`config.mk`:
```
export PLATFORM = sky130hd
export DESIGN_NAME = laser_dwell_sequencer
export DESIGN_NICKNAME = d
export VERILOG_FILES = /design/src/rtl/laser_dwell_sequencer.sv
export SDC_FILE = /design/constraint.sdc
export NUM_CORES = 1
export LEC_CHECK = 0
export ABC_AREA = 1
export BUFFER_PORTS_ARGS = -buffer_cell sky130_fd_sc_hd__buf_2
export CAP_MARGIN = 20
export CORE_UTILIZATION = 45
export DETAILED_ROUTE_END_ITERATION = 10
export GPL_ROUTABILITY_DRIVEN = 0
export GPL_TIMING_DRIVEN = 0
export PLACE_DENSITY = 0.79
export SYNTH_ARGS = -nofsm -noshare
export SYNTH_HDL_FRONTEND = slang
export SYNTH_SLANG_ARGS = --single-unit
```
`constraint.sdc`:
```
create_clock -name clock -period 2.3 [get_ports clock]
set_clock_uncertainty 0.15 [all_clocks]
set_input_delay 0.345 -clock clock [delete_from_list [all_inputs] [get_ports clock]]
set_output_delay 0.345 -clock clock [all_outputs]
set_load 0.01 [all_outputs]
```
`src/rtl/laser_dwell_sequencer.sv`:
```
// Per-pixel galvo/laser sequencer: accept, settle, dwell each colour for its cost, blank.
// Optional LASER_DWELL_STATS_EN adds completed-pixel and laser-on cycle counters.
module laser_dwell_sequencer #(
  parameter int COST_W        = 9,
  parameter int POS_W         = 10,
  parameter int SETTLE_CYCLES = 16,
  parameter int BLANK_CYCLES  = 2
) (
  input  logic              clock,
  input  logic              reset,
  input  logic              pix_valid,
  output logic              pix_ready,
  input  logic [POS_W-1:0]  pix_x,
  input  logic [POS_W-1:0]  pix_y,
  input  logic [COST_W-1:0] pixel_red_cost,
  input  logic [COST_W-1:0] pixel_green_cost,
  input  logic [COST_W-1:0] pixel_blue_cost,
  output logic [POS_W-1:0]  galvo_x,
  output logic [POS_W-1:0]  galvo_y,
  output logic              laser_red,
  output logic              laser_green,
  output logic              laser_blue,
  output logic              busy,
  output logic              pixel_done
`ifdef LASER_DWELL_STATS_EN
  ,
  output logic [31:0]       stat_pixels,
  output logic [31:0]       stat_on_cycles
`endif
);

  localparam int SET_W  = $clog2(SETTLE_CYCLES + 1);
  localparam int BLK_W  = $clog2(BLANK_CYCLES + 1);
  localparam int CNT_W0 = (COST_W + 1 > SET_W) ? COST_W + 1 : SET_W;
  localparam int CNT_W  = (CNT_W0 > BLK_W) ? CNT_W0 : BLK_W;
  localparam logic [CNT_W-1:0] SETTLE_LAST = CNT_W'(SETTLE_CYCLES - 1);
  localparam logic [CNT_W-1:0] BLANK_LAST  = CNT_W'(BLANK_CYCLES - 1);
  localparam logic             DONE_ON_ENTRY = (BLANK_CYCLES == 1);

  typedef enum logic [1:0] {IDLE, SETTLE, DWELL, BLANK} state_t;

  state_t            state;
  logic [CNT_W-1:0]  cnt;
  logic [CNT_W-1:0]  cnt_inc;
  logic [COST_W-1:0] cost_r, cost_g, cost_b, max_cost;
  logic [COST_W-1:0] pix_max;

  always_comb begin
    pix_max = pixel_red_cost;
    if (pixel_green_cost > pix_max) pix_max = pixel_green_cost;
    if (pixel_blue_cost > pix_max)  pix_max = pixel_blue_cost;
  end

  assign cnt_inc   = cnt + 1'b1;
  assign pix_ready = (state == IDLE) && !reset;
  assign busy      = (state != IDLE);

  // Lasers are computed for the *next* cycle so the registered enables line up with DWELL.
  always_ff @(posedge clock or posedge reset) begin
    if (reset) begin
      state       <= IDLE;
      cnt         <= '0;
      cost_r      <= '0;
      cost_g      <= '0;
      cost_b      <= '0;
      max_cost    <= '0;
      galvo_x     <= '0;
      galvo_y     <= '0;
      laser_red   <= 1'b0;
      laser_green <= 1'b0;
      laser_blue  <= 1'b0;
      pixel_done  <= 1'b0;
    end else begin
      case (state)
        IDLE: begin
          if (pix_valid) begin
            cost_r   <= pixel_red_cost;
            cost_g   <= pixel_green_cost;
            cost_b   <= pixel_blue_cost;
            max_cost <= pix_max;
            galvo_x  <= pix_x;
            galvo_y  <= pix_y;
            cnt      <= '0;
            state    <= SETTLE;
          end
        end
        SETTLE: begin
          if (cnt == SETTLE_LAST) begin
            cnt <= '0;
            if (max_cost != '0) begin
              state       <= DWELL;
              laser_red   <= (cost_r != '0);
              laser_green <= (cost_g != '0);
              laser_blue  <= (cost_b != '0);
            end else begin
              state      <= BLANK;
              pixel_done <= DONE_ON_ENTRY;
            end
          end else begin
            cnt <= cnt_inc;
          end
        end
        DWELL: begin
          if (cnt_inc < CNT_W'(max_cost)) begin
            cnt         <= cnt_inc;
            laser_red   <= (cnt_inc < CNT_W'(cost_r));
            laser_green <= (cnt_inc < CNT_W'(cost_g));
            laser_blue  <= (cnt_inc < CNT_W'(cost_b));
          end else begin
            cnt         <= '0;
            laser_red   <= 1'b0;
            laser_green <= 1'b0;
            laser_blue  <= 1'b0;
            pixel_done  <= DONE_ON_ENTRY;
            state       <= BLANK;
          end
        end
        BLANK: begin
          if (cnt == BLANK_LAST) begin
            cnt        <= '0;
            pixel_done <= 1'b0;
            state      <= IDLE;
          end else begin
            cnt        <= cnt_inc;
            pixel_done <= (cnt_inc == BLANK_LAST);
          end
        end
        default: state <= IDLE;
      endcase
    end
  end

`ifdef LASER_DWELL_STATS_EN
  always_ff @(posedge clock or posedge reset) begin
    if (reset) begin
      stat_pixels    <= '0;
      stat_on_cycles <= '0;
    end else begin
      if (pixel_done) stat_pixels <= stat_pixels + 1'b1;
      if (laser_red || laser_green || laser_blue) stat_on_cycles <= stat_on_cycles + 1'b1;
    end
  end
`endif

endmodule

```
* After elaboration in Yosys (flattened, before gate mapping)
Index checks and enable logic that the tools add are counted.
Word-level totals: register bits after elaboration 72, output and inout bits 26, input port bits 50, word-level logic and storage cells 75
Cells by class: eq/ne operators 12, mux-type cells 30, add/subtract/negate cells 1, reductions and logical operators 14, $lt $le $gt $ge 6
Operator list (number):
- less-than comparator 10 x 9 -> 1 bit | 4
- 2-to-1 mux 10 bit | 4
- case mux 10 bit (4 select lines) | 1
- nonzero test 9 bit | 4
- == test 10 x 1 -> 1 bit, second input constant | 2
- > comparator 9 bit | 2
- 2-to-1 mux 9 bit | 2
- 2-to-1 mux 1 bit | 14
- inequality test 2 bit, second input constant | 6
- adder 10 x 1 -> 10 bit, second input constant | 1
- == test 10 x 4 -> 1 bit, second input constant | 1
- 2-to-1 mux 2 bit | 4
- case mux 2 bit (4 select lines) | 1
- AND reduction 4 bit | 2
- case mux 1 bit (2 select lines) | 3
- == test 2 bit, second input constant | 2
- nonzero test 2 bit | 2
- case mux 1 bit (3 select lines) | 1
- AND reduction 3 bit | 1
- nonzero test 3 bit | 1
- == test 2 x 1 -> 1 bit, second input constant | 1
- logical NOT 2 bit | 1
- AND reduction 2 bit | 1
- logical AND 1 bit | 1
- logical NOT 1 bit | 1

* Depth between registers and ports, before layout
Gate-level depths: netlist of the first run.
depth in word-level cells 4, gate-level depth with buffers 21, depth with buffers taken out 19

* Least setup slack after synthesis of the first run
Ideal clock, no wire load.
kind input port to flip-flop, from in pixel_red_cost[8], to reg max_cost[8], arrival 2.607 ns, setup slack -0.575 ns, path buffers 2, setup time 0.118 ns, data required time 2.032 ns, cell stages on the path 19, cell sequence inv_1 > ha_1 > nand2_2 > nor2_2 > nand3b_1 > nand3_2 > nand2_4 > buf_12 > nand2_2 > o21ai_2 > ha_1 > nand2_1 > nor3_1 > nand4_1 > nand2_2 > buf_2 > o211ai_1 > nand3_1 > nand2_1
Between the ends: cells in the longest elaborated chain, start to end 4
Ends and longest elaborated chain:
- from (decl) | RTL line 15 | input logic [COST_W-1:0] pixel_red_cost,
- > comparator 9 bit | RTL line 50 | if (pixel_green_cost > pix_max) pix_max = pixel_green_cost;
- 2-to-1 mux 9 bit (*) | RTL line 50
- > comparator 9 bit | RTL line 51 | if (pixel_blue_cost > pix_max) pix_max = pixel_blue_cost;
- 2-to-1 mux 9 bit (*) | RTL line 51
- to (signal assigned) | RTL line 80 | max_cost <= pix_max;
- to (decl) | RTL line 45 | logic [COST_W-1:0] cost_r, cost_g, cost_b, max_cost;
Mark *: on every way between the ends. The rest lies on a longest branch, timed or not. A chain may end at the register's enable or synchronous reset.

* Worst setup path in the final report of the first run
from in pixel_red_cost[2], to reg max_cost[8]
The elaborated chain is that of the path after synthesis.

==> results of run 1 <==
## flip-flops by register name (all words and copies together), names as in the netlist
signal / count
laser_green: 1
cost_g: 9
cost_b: 9
galvo_y: 10
laser_red: 1
cnt: 10
cost_r: 9
max_cost: 9
laser_blue: 1
pixel_done: 1
galvo_x: 10
state: 2
## logic make-up after synthesis
| family | Yosys count |
|---|---|
| AND/OR/NAND/NOR | 324 |
| buffers and inverters | 109 |
| AO/OA/AOI/OAI | 94 |
| flip-flops | 72 |
| adder cells (fa/ha/maj) | 57 |
| XOR/XNOR | 1 |
## layout make-up
type                            count  area, um2
Clock inverter                      6       72.6
Sequential cell                    72       1800
Clock buffer                       10        138
Fill cell                         735       3710
Inverter                           93        403
Tap cell                          136        170
Timing Repair Buffer              109        790
Multi-Input combinational cell    477       3220
Buffer                             16        106
## final timing paths
kind | from | to | slack [ns]
max in group asynchronous | reset | cost_r[6] | 0.89
worst min register to register | galvo_x[7] | galvo_x[7] | 0.33
worst max-delay path | pixel_red_cost[2] | max_cost[8] | -0.45
worst min-delay path | pix_x[2] | galvo_x[2] | 0.02
worst max register to register | cnt[0] | cnt[6] | -0.21
min in group asynchronous | reset | cnt[2] | 0.47
## power groups by stage
stage,sequential [uW],combinational [uW],clock [uW]
3_5_place_dp,2150,3010,0
4_1_cts,2130,3500,1090
3_3_place_gp,2120,2850,0
2_1_floorplan,2160,2030,0
6_report,2150,3760,1090
5_1_grt,2210,4150,1150
## Yosys cell counts
library cell  number  share of area
a21o_1             5         0.0077
a21oi_1           22          0.023
buf_1              1        0.00077
buf_12             1         0.0041
buf_2              1         0.0010
buf_4              2         0.0031
clkbuf_1          11         0.0085
dfrtp_1           72           0.37
ha_1              57           0.15
inv_1             92          0.071
inv_2              1        0.00077
nand2_1          220           0.17
nand2_2           11          0.014
nand2_4            1         0.0023
nand3_1           21          0.022
nand3_2            3         0.0062
nand3_4            2         0.0072
nand3b_1           2         0.0031
nand4_1           11          0.014
nand4_2            1         0.0026
nor2_1            42          0.032
nor2_2             2         0.0026
nor2_4             1         0.0023
nor3_1             6         0.0062
nor3_2             1         0.0021
o211ai_1           2         0.0031
o21a_1             3         0.0046
o21ai_0           42          0.043
o21ai_1           12          0.012
o21ai_2            7          0.013
o22ai_2            1         0.0026
xnor2_1            1         0.0018
## critical path, stage by stage
cell and delay, ns:
buf_6 0.08, inv_6 0.04, ha_4 0.27, a21oi_2 0.05, o21ai_2 0.14, nand2_1 0.08, nand3_2 0.11, nand2_4 0.11
buf_12 0.16, nand2_4 0.07, o21ai_4 0.08, ha_4 0.30, nand2_4 0.07, nor3_4 0.17, nand4_1 0.19, nand2_2 0.17
buf_6 0.13, o211ai_1 0.09, nand3_1 0.14, nand2_1 0.07
## metrics by stage
step / area, um2 / utilization / setup slack [ns] / hold slack (ns) / total power (uW)
final: 6710 / 0.644 / -0.449 / 0.0155 / 7010
after global routing: 6710 / 0.644 / -0.554 / 0.0150 / 7500
after CTS: 6510 / 0.625 / -0.326 / 0.0165 / 6730
after detailed placement: 5620 / 0.539 / -0.986 / 0.310 / 5160
after global placement: 5600 / 0.537 / -0.878 / 0.308 / 4970
after floorplan: 5050 / - / -0.433 / 0.299 / 4190
## metal layers
layer / vias up / global-route usage / routed length, um
met1: 2438 / 0.325 / 6000
met4: 0 / 0.141 / 591
li1: 2344 / - / -
met3: 60 / 0.0386 / 887
met2: 248 / 0.483 / 7770
met5: - / 0 / 0
## placed cells by master, fill, tap and decap left out, drive strengths merged, types with 2 or more instances in the layout
| cell type | count |
|---|---|
| nor2 | 45 |
| o21ai | 61 |
| a21oi | 22 |
| nand2 | 232 |
| clkbuf | 22 |
| a21o | 5 |
| clkinvlp | 2 |
| o21a | 3 |
| dfrtp | 72 |
| nand4 | 12 |
| nor3 | 7 |
| buf | 112 |
| nand3 | 27 |
| inv | 95 |
| o211ai | 2 |
| nand3b | 2 |
| ha | 57 |
## what timing repair did
action / 4_1_cts / 5_1_grt
hold buffers: 1 / 0
pin swaps: 62 / 41
setup buffers: 21 / 9
resized for setup: 101 / 37
setup endpoints to repair: 25 / 30
gates cloned: 3 / 0
hold endpoints to repair: 27 / 0
==> impl_metrics.ini, run 1 <==
[floorplanning]
initial_core_util = 0.469
rows = 37
ios = 76
dieArea_um2 = 11300
core_area_um2 = 10400
die_h_um = 106
die_w_um = 106

[timing]
slew_viol_final = 0
tightest_slew_ns = 0.659
fmax_mhz = 364
setup_slack_ns = -0.449
rsz0062_at_grt = yes
slew_headroom = 0.559
fin_crit_sh = 1.20
tns_ns = -6.30
hold_violations = 0
min_period_ns = 2.75
final-setup-viol-count = 25

[drt]
ant_nets = 0
drc_errors = 0
drtIter0Drc = 457
dr_total_vias = 5090
drt_wl_total_um = 15200
routedWlPerCell_um = 16.6
drtPass1Iterations = 6
vias_per_cell = 5.54

[synth]
synthesis.nets = 764
yosysWarnings = 0
synthAdderAreaFrac = 0.146
synthSimpleGateAreaFrac = 0.286
synth-seq-cells = 72
netlist_area_um2 = 4880
synth_mux_area_frac = 0
synth_top_family_by_area = simple AND/OR/NAND/NOR gates
synth_compound_area_frac = 0.108
yosysSeqAreaShare = 0.369
synth-xor-area-share = 0.00179
avgSynthCellArea_um2 = 7.43
synthCells = 657
yosysUniqueCellTypes = 32

[power]
p_int_uw = 3790
power_frac_clock = 0.156
power.leakage_uw = 0.00348
p_seq_frac = 0.307
switching_power_uw = 3210
switching_share = 0.459
ir_drop_uv = 623
power_frac_comb = 0.537
powerDensity_nw_per_um2 = 1040

[clock_network]
cts-root-buf = clkbuf_8
worst_skew_pair.late_latency_ns = 0.38
cts_max_path_buffers = 2
clk_pin_slew_ns = 0.09
numCtsBuffers = 9
cts_num_sinks = 72
cts_tree = done
h-tree-depth = 3

[global_route]
grt_max_degree = 46
antenna_found_initial = 0
grt_pass1_wl_um = 24100
grt.total_usage = 0.274
first_global_vias = 5077
grt-ovfl-total = 0

[critical_path]
crit_path_end_kind = register
worstPathArrival_ns = 2.86
r2r_cells = 18
required_ns = 2.42
worstSetupStartpointType = input port
cp_max_fo = 6
path_class = input port to register

[cells_and_area]
nets = 885
area_delta_synth_final_pct = 37.4
instances_no_fill = 919
antenna_cells = 0
drive_gt1_frac = 0.315

[placement]
place_inst = 869
port_buffers = 75
dpl.hpwl_um = 9690

[run]
drv_cap = 0

[run_status]
outcome = finished, violations left
violations = negative setup slack

[min_path]
whs_path_depth = 3
min_path_type = input port to register
No activity file was read; power rests on OpenSTA's default activity.
==> run 2, diff against run 1 <==
CORE_UTILIZATION = 52   (was 45)
PLACE_DENSITY = 0.88   (was 0.79)
==> impl_metrics.ini, run 2 <==
[run_status]
outcome = aborted with a tool error
lastStage = 5_1_grt
firstError = [ERROR GRT-0232] Routing congestion too high. Check the congestion heatmap in the GUI.

[clock_network]
cts-root-buf = clkbuf_8
cts_max_path_buffers = 2
numCtsBuffers = 9
cts_num_sinks = 72
h-tree-depth = 3

[global_route]
grt.total_usage = 0.581
grt_max_degree = 47
grt-ovfl-total = 1

[synth]
netlist_area_um2 = 4880
async_flop_share = 1.00
synthTopCellsByArea = dfrtp_1 37%, nand2_1 17%, ha_1 15%
synth_top_area_share = 0.369
yosysUniqueCellTypes = 32
yosys.area.top_type = dfrtp_1
yosysWarnings = 0
synthesis.nets = 764
yosysSeqAreaShare = 0.369
avgSynthCellArea_um2 = 7.43
synth-edff-count = 0
netlist_top_cells_count = 220 x nand2_1, 92 x inv_1, 72 x dfrtp_1
synth-seq-cells = 72
yosysMostFrequentCell = nand2_1
synth-main-ff-cell = dfrtp_1
synthCells = 657

[floorplanning]
rows = 34
die_h_um = 98.9
die_w_um = 98.9
ios = 76
initial_core_util = 0.549

[timing]
crit_endpoint = max_cost[1]$_DFFE_PP0P_/D
worst_path_end_type = register data pin

[placement]
dpl_worst_slack_ns = -0.990
port_buffers = 75
dpl.hpwl_um = 9690
## run 2: repair_timing
action	CTS
pin swaps	60
setup buffers	36
endpoints found under the hold margin	26
gates cloned	3
endpoints found under the setup margin	25
hold buffers	1
resized for setup	121
## run 2: per-layer routing
layer  global-route usage  overflow
met1                0.578         0
met4                0.544         0
met2                0.803         1
met3                0.382         0
met5               0.0974         0
## run 2: logic make-up after synthesis
| kind of cell | share of synthesized area |
|---|---|
| simple gates | 0.286 |
| buf+inv | 0.0889 |
| compound gates | 0.108 |
| flops | 0.369 |
| fa+ha+maj | 0.146 |
| xor+xnor | 0.00179 |
## run 2: metrics by stage
step	hold slack [ns]	area, um2	std cells
after floorplan	0.299	5050	657
after global placement	0.308	5560	840
after detailed placement	0.313	5580	841
after CTS	0.0130	6720	896
==> run 3, diff against run 2 <==
CORE_UTILIZATION = 40   (was 52)
PLACE_DENSITY = not set   (was 0.88)
PLACE_DENSITY_LB_ADDON = 0.15   (was not set)
clock period = 3 ns   (was 2.3 ns; I/O delays follow)
==> impl_metrics.ini, run 3 (synthesized netlist as in run 1, its figures left out) <==
[critical_path]
cpMaxStageDelayCell = ha_1
cp_cell_sequence = buf_2, inv_2, ha_1, nand2_2, nor2_2, nand3b_1, nand3_4, nand2_4, buf_12, nand2_2, o21ai_2, ha_1, nand2_1, nor3_2, nand4_1, nand2_2, buf_6, o211ai_1, nand3_1, nand2_1
worstPathArrival_ns = 2.99
path_class = input port to register
worstSetupStartpointType = input port
required_ns = 3.08
critPathMostFrequentCell = nand2_2
critPathMaxStageDelay_ns = 0.30
crit_path_end_kind = register
cp_max_fo = 10

[global_route]
antenna_found_initial = 0
grt-ovfl-total = 0
first_global_vias = 4432
grt_pass1_wl_um = 21500
grt.total_usage = 0.218
grt_max_degree = 49

[clock_network]
cts_num_sinks = 72
cts-root-buf = clkbuf_16
worst_skew_pair.late_latency_ns = 0.34
clk_pin_slew_ns = 0.06
cts_tree = done
h-tree-depth = 3
numCtsBuffers = 9
cts_max_path_buffers = 2

[floorplanning]
rows = 39
dieArea_um2 = 12600
die_h_um = 112
core_area_um2 = 11700
initial_core_util = 0.419
ios = 76
die_w_um = 112

[drt]
dr_total_vias = 4475
vias_per_cell = 4.98
drtIter0Drc = 235
drtPass1Iterations = 5
routedWlPerCell_um = 14.1
drc_errors = 0
drt_wl_total_um = 12700
ant_nets = 0

[power]
p_seq_frac = 0.327
switching_power_uw = 2150
power_frac_clock = 0.211
powerDensity_nw_per_um2 = 842
switching_share = 0.432
power.leakage_uw = 0.00323
power_frac_comb = 0.463
p_int_uw = 2840
ir_drop_uv = 465

[cells_and_area]
drive_gt1_frac = 0.202
final_common_cell = nand2_1
nets = 858
design_area_um2 = 5930
largestRegisters = cnt x10, galvo_x x10, galvo_y x10
antenna_cells = 0
fin_util = 0.508
final_cell_mix = 219 x nand2_1, 87 x inv_1, 75 x buf_2
area_delta_synth_final_pct = 21.4

[timing]
fmax_mhz = 344
tightest_slew_ns = 0.500
min_period_ns = 2.91
slew_headroom = 0.667
fin_crit_sh = 0.969
hold_violations = 0
final-setup-viol-count = 0
slew_viol_final = 0
setup_slack_ns = 0.0916
rsz0062_at_grt = yes

[min_path]
min_path_type = input port to register

[placement]
placed_area_um2 = 5470
dpl.hpwl_um = 9890
dpl_worst_slack_ns = -0.583
port_buffers = 75

[run_status]
outcome = finished, final reports clean

[run]
drv_cap = 0
## run 3: timing repair
| item | 4_1_cts | 5_1_grt |
|---|---|---|
| setup buffers | 4 | 2 |
| hold buffers | 1 | 0 |
| pin swaps | 3 | 6 |
| endpoints found under the setup margin | 9 | 25 |
| endpoints found under the hold margin | 24 | 0 |
| gates resized for setup | 3 | 23 |
## run 3: cell type report
class                      instances  area (um2)
clock inverter                     6        51.3
sequential                        72        1800
multi-input combinational        476        2750
timing repair buffer              83         458
clock buffer                      10         239
tap                              143         179
inverter                          93         352
fill                            1146        5740
buffer                            16        91.3
## run 3: power groups by stage
stage / Clock, uW / Combinational, uW / Sequential [uW]
3_3_place_gp: 0 / 2200 / 1630
2_1_floorplan: 0 / 1530 / 1660
5_1_grt: 1120 / 2650 / 1680
6_report: 1050 / 2310 / 1630
4_1_cts: 1070 / 2300 / 1630
3_5_place_dp: 0 / 2270 / 1640
## run 3: final timing paths
| check | to | from | depth (start not counted) | slack, ns |
|---|---|---|---|---|
| setup / recovery | max_cost[8] | pixel_red_cost[7] | 20 | 0.09 |
| hold / removal | galvo_x[8] | pix_x[8] | 3 | 0.14 |
| setup reg to reg | cnt[8] | cnt[1] | 18 | 0.28 |
| hold reg to reg | galvo_y[9] | galvo_y[9] | 2 | 0.32 |
| max in group asynchronous | cost_g[0] | reset | 4 | 1.67 |
| min in group asynchronous | cnt[3] | reset | 3 | 0.50 |
## run 3: critical path: cells and delay by family
family                     cells  cell delay (ns)
buffers and inverters          4             0.44
AOI/OAI and AO/OA              2             0.16
adders and majority gates      2             0.59
and+or+nand+nor               12             1.35
## run 3: stage by stage
stage               hold WS, ns  power (uW)  cells  setup TNS [ns]
finish                    0.144        4990    899               0
CTS                       0.134        5010    897               0
floorplan                 0.299        3180    657               0
detailed placement        0.311        3910    876           -4.44
global route              0.142        5450    899          -0.108
global placement          0.309        3830    875          -30.85
## run 3: per-layer routing
layer	part of all wire	GRT usage
met5	0	0
met4	0.018	0.0880
met3	0.039	0.0410
met2	0.47	0.364
met1	0.47	0.281
==> run 4, diff against run 3 <==
--- a/config.mk
+++ b/config.mk
@@ -9,5 +9,5 @@
 export BUFFER_PORTS_ARGS = -buffer_cell sky130_fd_sc_hd__buf_2
 export CAP_MARGIN = 20
-export CORE_UTILIZATION = 40
+export CORE_UTILIZATION = 50
 export DETAILED_ROUTE_END_ITERATION = 10
 export GPL_ROUTABILITY_DRIVEN = 0
==> constraint.sdc (replaced) <==
create_clock -name clock -period 3 [get_ports clock]
set_clock_uncertainty 0.15 [all_clocks]
set_input_delay 0.15 -clock clock [delete_from_list [all_inputs] [get_ports clock]]
set_output_delay 0.15 -clock clock [all_outputs]
set_load 0.01 [all_outputs]
==> impl_metrics.ini, run 4 (synthesized netlist as in run 1, its figures left out) <==
[run_status]
outcome = finished, violations left
violations = negative hold slack

[critical_path]
path_class = input port to register
worstSetupStartpointType = input port
critPathMostFrequentCell = nand2_2
critPathMaxStageDelay_ns = 0.33
required_ns = 3.09
crit_path_end_kind = register
cp_max_fo = 10
cpMaxStageDelayCell = ha_1
r2r-start = cnt[1]
r2r_cells = 18
cp_cell_sequence = buf_2, inv_1, ha_1, nand2_2, nor2_2, nand3b_1, nand3_2, nand2_4, buf_12, nand2_2, o21ai_2, ha_1, nand2_1, nor3_1, nand4_1, nand2_2, buf_4, o211ai_1, nand3_1, nand2_1
r2r_slack_ns = 0.34
worstPathArrival_ns = 2.87
r2r-end = cnt[9]

[power]
p_seq_frac = 0.326
powerDensity_nw_per_um2 = 813
power_frac_clock = 0.206
switching_power_uw = 2120
ir_drop_uv = 534
finalPower_uw = 5010
power.leakage_uw = 0.00336
p_int_uw = 2900
power_frac_comb = 0.467
switching_share = 0.423

[cells_and_area]
nFillCells = 821
drive_gt1_frac = 0.170
final_cell_mix = 220 x nand2_1, 91 x inv_1, 75 x buf_2
antenna_cells = 0
design_area_um2 = 6160
nets = 896
largestRegisters = cnt x10, galvo_x x10, galvo_y x10
area_delta_synth_final_pct = 26.3
final_common_cell = nand2_1

[timing]
fmax_mhz = 360
final-setup-viol-count = 0
hold_ws_ns = -0.0000274
setup_slack_ns = 0.224
slew_viol_final = 0
rsz0062_at_grt = no
tightest_slew_ns = 0.871
slew_headroom = 0.419
min_period_ns = 2.78
tns_ns = 0
fin_crit_sh = 0.925
hold_violations = 1

[run]
drv_cap = 0

[floorplanning]
rows = 35
dieArea_um2 = 10200
core_area_um2 = 9330
die_h_um = 101
initial_core_util = 0.523
die_w_um = 101
ios = 76

[global_route]
antenna_found_initial = 0
first_global_vias = 4650
grt.total_usage = 0.278
grt_pass1_wl_um = 21800
grt-ovfl-total = 0
grt_max_degree = 73

[clock_network]
cts_max_path_buffers = 2
cts_tree = done
worst_skew_pair.late_latency_ns = 0.35
numCtsBuffers = 9
h-tree-depth = 3
cts_num_sinks = 72
clk_pin_slew_ns = 0.09
cts-root-buf = clkbuf_8

[drt]
ant_nets = 0
routedWlPerCell_um = 14.1
drtPass1Iterations = 5
vias_per_cell = 5.12
drtIter0Drc = 190
drt_wl_total_um = 13000
dr_total_vias = 4725
drc_errors = 0

[placement]
port_buffers = 75
placed_area_um2 = 5420
dpl.hpwl_um = 9330
dpl_worst_slack_ns = -0.226

[min_path]
hold_end = cost_r[1]
min_from = pixel_red_cost[1]
min_path_type = input port to register
whs_path_depth = 3
## run 4: cell types whose count changed in the layout (fill, tap and decap cells not counted), sizes merged
cell and delta:
buf -4, bufinv +4, clkbuf -1, clkinv -1, clkinvlp +1, dlygate4sd3 +42
inv -3
## run 4: critical path: cells and delay by family
| kind | cells | cell delay, ns |
|---|---|---|
| AOI/OAI and AO/OA | 2 | 0.18 |
| buffers and inverters | 4 | 0.50 |
| adders and majority gates | 2 | 0.63 |
| and+or+nand+nor | 12 | 1.40 |
## run 4: power by group through the flow
| stage | sequential, uW | clock, uW | combinational, uW |
|---|---|---|---|
| floorplan | 1660 | 0 | 1530 |
| global placement | 1630 | 0 | 2160 |
| detailed placement | 1630 | 0 | 2260 |
| CTS | 1620 | 1050 | 2320 |
| global route | 1680 | 1080 | 2680 |
| finish | 1640 | 1030 | 2340 |
## run 4: metrics by stage
| step | util | cells | hold WS [ns] |
|---|---|---|---|
| global route | 0.661 | 923 | 0.0352 |
| global placement | 0.581 | 861 | 0.193 |
| CTS | 0.656 | 920 | 0.000282 |
| finish | 0.661 | 923 | -0.0000274 |
| detailed placement | 0.581 | 861 | 0.199 |
| floorplan | - | 657 | 0.110 |
## run 4: per-layer routing
layer  part of all wire  track usage
met3              0.043       0.0416
met1               0.44        0.349
met5                  0            0
met4              0.028        0.115
met2               0.49        0.479
## run 4: worst max path at each step
stage | to | startpoint | slack [ns] | cells past startpoint
5_1_grt | max_cost[5] | pixel_red_cost[1] | 0.003 | 22
3_3_place_gp | max_cost[8] | pixel_red_cost[8] | -0.15 | 18
2_1_floorplan | max_cost[8] | pixel_red_cost[8] | 0.32 | 19
4_1_cts | max_cost[8] | pixel_red_cost[8] | 0.15 | 20
3_5_place_dp | max_cost[8] | pixel_red_cost[8] | -0.23 | 20
6_report | max_cost[8] | pixel_red_cost[8] | 0.22 | 20
## run 4: area by class of cell
type | instances | area (um2) | area share
multi-input combinational | 476 | 2670 | 0.432
timing repair buffer | 121 | 828 | 0.134
clock buffer | 9 | 124 | 0.0201
tap | 129 | 161 | 0.0262
sequential | 72 | 1800 | 0.292
inverter | 93 | 352 | 0.0570
buffer | 16 | 87.6 | 0.0142
clock inverter | 7 | 144 | 0.0233
## run 4: timing repair
action                                 CTS  global route
buffers inserted                         0             3
resized for setup                        0             8
setup endpoints to repair                0            25
hold buffers                            43             0
endpoints found under the hold margin  114             0
